<file path="config.mk">
export PLATFORM = sky130hd
export DESIGN_NAME = mem_stage
export DESIGN_NICKNAME = d
export VERILOG_FILES = /design/src/rtl/mem_stage.sv
export SDC_FILE = /design/constraint.sdc
export NUM_CORES = 2
export LEC_CHECK = 0
export CAP_MARGIN = 10
export CORE_MARGIN = 8
export CORE_UTILIZATION = 65
export DETAILED_ROUTE_END_ITERATION = 10
export GPL_ROUTABILITY_DRIVEN = 0
export PLACE_DENSITY = 0.82
export SYNTH_ARGS = -nofsm -noshare
export SYNTH_HDL_FRONTEND = slang
export SYNTH_SLANG_ARGS = --single-unit
export TNS_END_PERCENT = 1
</file>
<file path="constraint.sdc">
create_clock -name Clk -period 11.7 [get_ports Clk]
set_clock_uncertainty 0.1 [all_clocks]
set_input_delay 3.51 -clock Clk [delete_from_list [all_inputs] [get_ports Clk]]
set_output_delay 3.51 -clock Clk [all_outputs]
set_load 0.05 [all_outputs]
</file>
<file path="src/rtl/mem_stage.sv">
// Memory-access stage with multi-cycle data memory and the MEM/WB pipeline register.
// Optional macro MEM_FWD_EN adds the MEM/WB forwarding outputs (Fwd_Valid/Fwd_Dst/Fwd_Val).
module mem_stage #(
  parameter int ADDR_W  = 8,
  parameter int MEM_LAT = 2
) (
  input  logic        Clk,
  input  logic        rst,
  input  logic        WB_Enable,
  input  logic        MemRead,
  input  logic        MemWrite,
  input  logic [9:0]  PC,
  input  logic [15:0] ALU_Result,
  input  logic [15:0] ST_Value,
  input  logic [3:0]  DstReg,
  output logic        Stall,
  output logic        WBEnableOut,
  output logic        MemReadOut,
  output logic [9:0]  PCOut,
  output logic [15:0] ALU_ResultOut,
  output logic [15:0] MemDataOut,
  output logic [3:0]  DstRegOut,
  output logic [15:0] WB_Value
`ifdef MEM_FWD_EN
  ,
  output logic        Fwd_Valid,
  output logic [3:0]  Fwd_Dst,
  output logic [15:0] Fwd_Val
`endif
);

  localparam int CNT_W = (MEM_LAT > 1) ? $clog2(MEM_LAT) : 1;
  localparam logic [CNT_W-1:0] CNT_LAST = CNT_W'(MEM_LAT - 1);

  typedef enum logic [0:0] {IDLE = 1'b0, BUSY = 1'b1} state_t;

  state_t            state_r, state_nxt;
  logic [CNT_W-1:0]  cnt_r, cnt_nxt;
  logic              stall_s, capture_s, bubble_s;
  logic              access_s, load_s;
  logic [ADDR_W-1:0] addr_s;
  logic [15:0]       rd_data_s;
  logic [15:0]       mem_r [0:(1<<ADDR_W)-1];
  logic              unused_addr_s;

  // Upper address bits are discarded so addresses wrap around the array.
  assign addr_s        = ALU_Result[ADDR_W-1:0];
  assign unused_addr_s = ^ALU_Result[15:ADDR_W];
  assign access_s      = MemRead | MemWrite;
  assign load_s        = MemRead & ~MemWrite;
  assign rd_data_s     = load_s ? mem_r[addr_s] : 16'h0000;

  // Next-state, stall and capture/bubble decode.
  always_comb begin
    state_nxt = state_r;
    cnt_nxt   = cnt_r;
    stall_s   = 1'b0;
    capture_s = 1'b0;
    bubble_s  = 1'b0;
    case (state_r)
      IDLE: begin
        if (access_s && (MEM_LAT > 1)) begin
          stall_s   = 1'b1;
          bubble_s  = 1'b1;
          state_nxt = BUSY;
          cnt_nxt   = CNT_W'(1);
        end else begin
          capture_s = 1'b1;
        end
      end
      BUSY: begin
        if (cnt_r == CNT_LAST) begin
          capture_s = 1'b1;
          state_nxt = IDLE;
          cnt_nxt   = {CNT_W{1'b0}};
        end else begin
          stall_s  = 1'b1;
          bubble_s = 1'b1;
          cnt_nxt  = cnt_r + CNT_W'(1);
        end
      end
      default: begin
        state_nxt = IDLE;
        cnt_nxt   = {CNT_W{1'b0}};
      end
    endcase
  end

  assign Stall = rst ? 1'b0 : stall_s;

  // FSM state and latency counter.
  always_ff @(posedge Clk) begin
    if (rst) begin
      state_r <= IDLE;
      cnt_r   <= {CNT_W{1'b0}};
    end else begin
      state_r <= state_nxt;
      cnt_r   <= cnt_nxt;
    end
  end

  // Store commits only on the completing edge; reset aborts a pending store.
  always_ff @(posedge Clk) begin
    if (!rst && capture_s && MemWrite) begin
      mem_r[addr_s] <= ST_Value;
    end
  end

  // MEM/WB pipeline register; bubbles are all-zero.
  always_ff @(posedge Clk) begin
    if (rst || bubble_s) begin
      WBEnableOut   <= 1'b0;
      MemReadOut    <= 1'b0;
      PCOut         <= 10'h000;
      ALU_ResultOut <= 16'h0000;
      MemDataOut    <= 16'h0000;
      DstRegOut     <= 4'h0;
    end else if (capture_s) begin
      WBEnableOut   <= WB_Enable;
      MemReadOut    <= load_s;
      PCOut         <= PC;
      ALU_ResultOut <= ALU_Result;
      MemDataOut    <= rd_data_s;
      DstRegOut     <= DstReg;
    end
  end

  assign WB_Value = MemReadOut ? MemDataOut : ALU_ResultOut;

`ifdef MEM_FWD_EN
  assign Fwd_Valid = WBEnableOut & (DstRegOut != 4'h0);
  assign Fwd_Dst   = DstRegOut;
  assign Fwd_Val   = WB_Value;
`endif

endmodule

</file>
After elaboration in Yosys (flattened, before gate mapping)
Memory sizes are Yosys's and may differ from the RTL's.
Index checks and enable logic that the tools add are counted.
{"block": "totals", "reg_bits": 50, "mem_bits_rw": 4096, "inputBits": 51, "out_inout_bits": 65, "wordCells": 33, "mem_count": 1}
{"block": "op_classes", "addsub": 1, "n_eq_ne": 1, "n_mux": 14, "n_bitwise": 4, "reduce_logical": 4}
{"name": "mem_r", "words": 256, "width": 16, "rd": 1, "rd_ports_with_merged_regs": 0, "wr": 1, "line_no": "43", "text": "logic [15:0] mem_r [0:(1<<ADDR_W)-1];"}
{"operator": "$mux 16", "n": 2}
{"operator": "$mux 1", "n": 9}
{"operator": "$pmux 1 s2", "n": 3}
{"operator": "$logic_and 1x1->1", "n": 2}
{"operator": "$ne 2x2->1 const B", "n": 1}
{"operator": "$not 1->1", "n": 2}
{"operator": "$add 1x1->1 const B", "n": 1}
{"operator": "$and 1x1->1", "n": 1}
{"operator": "$logic_not 1->1", "n": 1}
{"operator": "$logic_or 1x1->1", "n": 1}
{"operator": "$or 1x1->1", "n": 1}

Depth between registers and ports, before layout
{"block": "logic_depth", "ltp_word": 7, "mapped_depth": 12, "depth_no_buf": 8}

Worst setup path before layout
Ideal clock, no wire load.
{"block": "synth_timing", "kind": "input port to output port", "start": "in MemRead", "end": "out Stall", "t_arrival_ns": 4.215, "t_required_ns": 8.090, "setup_slack_ns": 3.875, "path_stages": 2, "path_buffers": 0, "cell_sequence": "or3_1 and2_1"}
{"block": "synth_between", "elab_chain_len": 4}
{"element": "from (decl)", "line_no": "10", "text": "input logic MemRead,"}
{"element": "$or 1x1->1", "line_no": "49", "text": "assign access_s = MemRead | MemWrite;"}
{"element": "$mux 1", "line_no": "62", "text": "if (access_s && (MEM_LAT > 1)) begin"}
{"element": "$pmux 1 s2", "line_no": "60", "text": "case (state_r)"}
{"element": "$mux 1"}
{"element": "to (decl)", "line_no": "16", "text": "output logic Stall,"}
No other way between the ends.

Worst setup path after layout
{"block": "layout_timing", "start": "in MemWrite", "end": "out Stall"}
{"block": "layout_between", "elab_chain_len": 4}
{"element": "from (decl)", "line_no": "11", "text": "input logic MemWrite,"}
{"element": "$or 1x1->1", "line_no": "49"}
{"element": "$mux 1", "line_no": "62"}
{"element": "$pmux 1 s2", "line_no": "60"}
{"element": "$mux 1"}
No other way between the ends.

==> qor.csv <==
metric;value;unit
outcome;finished, final reports clean;
Slowest-stage cell, CP;clkdlybuf4s50_1;
Die H;510;um
clock power share;41.5;%
Multi-input gate area;32400;um2
FMAX;109;MHz
Slew Limit Fails;0;
mux share of post-synthesis cell area;14.8;%
Area growth, synth to finish;11.8;%
Synth Area in Compound Gates;3.45;%
filler instances;12351;
number of library cell types mapped by synthesis;49;
largest family of logic cells by synthesized area;multiplexers;
hpwl dp;230000;um
flop2flop setup slack;6.41;ns
Max Root-Sink Buffers;4;
CTS clk-pin slew, worst paths;0.06;ns
Chip Width;510;um
FF+latch count, synth;4146;
Starting DRT DRC Count;15209;
Via density;7.34;
Worst-Margin Slew;1.38;ns
Simple-Gate Fraction of Synth Area;2.07;%
CP top delay family;buffers and inverters;
Worst setup EP type;output pin;
asr flop ratio synth;0;%
first-pass GRT wire length;613000;um
Post-DRT Antenna Nets;0;
FP Rows;181;
pin count of the biggest net entering global routing;162;
peak supply drop;0.000140;V
root buffer cell;clkbuf_16;
die area;260000;um2
CTS resizes;0;
Seq/Total Area, Yosys;78.2;%
htree depth;5;
Sequential Area;124000;um2
via count;84219;
share of layout cells above drive strength 1;22.9;%
xor/xnor share of the synthesized area;0;%
Tmin final;9.21;ns
Syn. warnings;0;
core box area;243000;um2
Main synth FF type;edfxtp_1;
Sw Pwr;6.43;mW
Final setup violation count;0;
Post-CTS Hold Buffers;0;
Nets;8001;
EDFF count, synth;4096;
cell mode on critical path;clkdlybuf4s50_1;
sequential share of power;53.9;%
vias in the first global route;84054;
cell area after synthesis;158000;um2
final hold viol count;0;
Internal;23.9;mW
Boundary Pins;116;
grt total ovfl;0;
period utilization;78.7;%
Hold Path Class;flop to flop;
Clock Latency Late Sink;0.98;ns
WP data required;8.09;ns
Tot GR Track Use;33.2;%
final WL;434000;um
Clock Sink Count;4146;
Routed wire per std cell;37.8;um
crit path buf inv count;2;
worst-path maximum fanout;4;
Lkg Pwr;56.5;nW
RSZ-0062 raised after global routing;false;
P per Cell Area;171;nW/um2
combinational fraction of design power;4.6;%
IO buf count;115;
Initial DRT Pass Iterations;8;
Max Cap Viol;0;
max incr delay on CP;0.72;ns
setup TNS;0;ns
CP Cell Sequence;clkdlybuf4s50_1 -> or3_1 -> and2_1 -> clkdlybuf4s50_1;
Initial Util;65.3;%
initial antenna violation count;40;
cell count after synthesis;7505;
final routed DRC violation total;0;
Worst setup SP type;input pin;
clock buffer count from CTS;401;
CTS tree;done;
Sw Share;21.2;%
Util after Layout;73.0;%
Synth Area per Inst;21.1;um2
area share of fa/ha/maj cells after synthesis;0;%
WP data arrival;5.60;ns
Post-CTS Setup Inserts;0;
Worst slew margin;7.40;%
kind of critical path;input pin to output pin;
Syn Nets;7556;
## path summary, 6_finish.rpt
check | depth (start not counted) | start | end
setup / recovery | 4 | MemWrite | Stall
hold / removal | 1 | cnt_r | cnt_r
hold reg to reg | 1 | cnt_r | cnt_r
setup reg to reg | 7 | state_r | mem_r[190][14]
## per-stage QoR
step / area (um2) / cells / power [mW] / hold slack, ns / setup WS [ns]
finish: 177000 / 11472 / 30.3 / 0.466 / 2.49
global route: 177000 / 11456 / 30.9 / 0.466 / 2.53
CTS: 177000 / 11453 / 30.3 / 0.451 / 2.53
detailed placement: 165000 / 10748 / 18.0 / 0.390 / 2.56
global placement: 165000 / 10748 / 17.9 / 0.411 / 2.56
floorplan: 158000 / 7505 / 17.4 / 0.362 / 3.88
## registers in the layout, indices dropped and copies added (netlist names)
name           flops
state_r            1
ALU_ResultOut     16
PCOut             10
WBEnableOut        1
mem_r           4096
DstRegOut          4
cnt_r              1
MemReadOut         1
MemDataOut        16
## power groups by stage
| stage | logic, mW | registers [mW] | clock network (mW) |
|---|---|---|---|
| final | 1.39 | 16.3 | 12.6 |
| after global routing | 1.42 | 16.3 | 13.1 |
| after CTS | 1.36 | 16.3 | 12.6 |
| after detailed placement | 1.32 | 16.6 | 0 |
| after global placement | 1.28 | 16.6 | 0 |
| after floorplan | 0.701 | 16.7 | 0 |
## area by class of cell
cell class	instances	share of cell area (%)
antenna	18	0.0254
clock inverter	199	1.06
tap	3202	2.26
multi-input combinational	2887	18.3
clock buffer	506	5.97
sequential	4146	70.0
timing repair buffer	482	2.36
inverter	32	0.0678
## layout by cell type, fill, tap and decap left out, drive strengths merged, types with 50 or more instances in the layout
master / n
a21oi: 125
edfxtp: 4096
mux2: 138
a211oi: 91
a22oi: 164
buf: 387
clkinv: 148
nand2: 187
nor2b: 55
nor2: 302
clkdlybuf4s50: 94
dfxtp: 50
clkbuf: 507
a221oi: 96
mux4: 762
o22ai: 180
mux2i: 481
## per-layer routing
| layer | vias up | global-route usage (%) | routed length (um) |
|---|---|---|---|
| met5 | - | 0 | 184 |
| met4 | 28 | 18.3 | 29600 |
| met3 | 1539 | 8.96 | 60300 |
| met2 | 7958 | 51.9 | 205000 |
| met1 | 42493 | 42.9 | 139000 |
| li1 | 32201 | - | - |
## synth_stat cells (5+ instances only)
cell type,instances,area [um2]
edfxtp_1,4096,123000
mux4_2,762,17200
mux2i_1,481,4810
nor2_1,301,1130
clkbuf_1,199,747
nand2_1,187,702
o22ai_1,180,1130
a22oi_1,164,1230
mux2_2,138,1550
buf_2,132,661
a21oi_1,125,626
a211oi_1,91,683
a221oi_1,81,709
buf_1,59,221
nor2b_1,55,344
dfxtp_1,50,1000
o21ai_0,49,245
and2_1,36,225
nor4_1,34,213
a31oi_1,33,206
inv_1,32,120
o211ai_1,32,240
buf_4,31,233
buf_6,19,214
nor3_1,19,95.1
and3_1,17,106
nand4_1,16,100
a221oi_2,15,225
a41oi_1,15,131
or4_1,15,113
nand3_1,8,40.0
nand2b_1,7,43.8
or3_1,5,31.3
## logic make-up (layout without fill, tap and decap cells)
| kind of cell | count (synthesis) | after routing |
|---|---|---|
| compound gates | 790 | 790 |
| buf+inv | 472 | 1219 |
| flops | 4146 | 4146 |
| mux | 1381 | 1381 |
| other cells | 0 | 18 |
| simple gates | 716 | 716 |
Power figures use the tool's default switching activity.
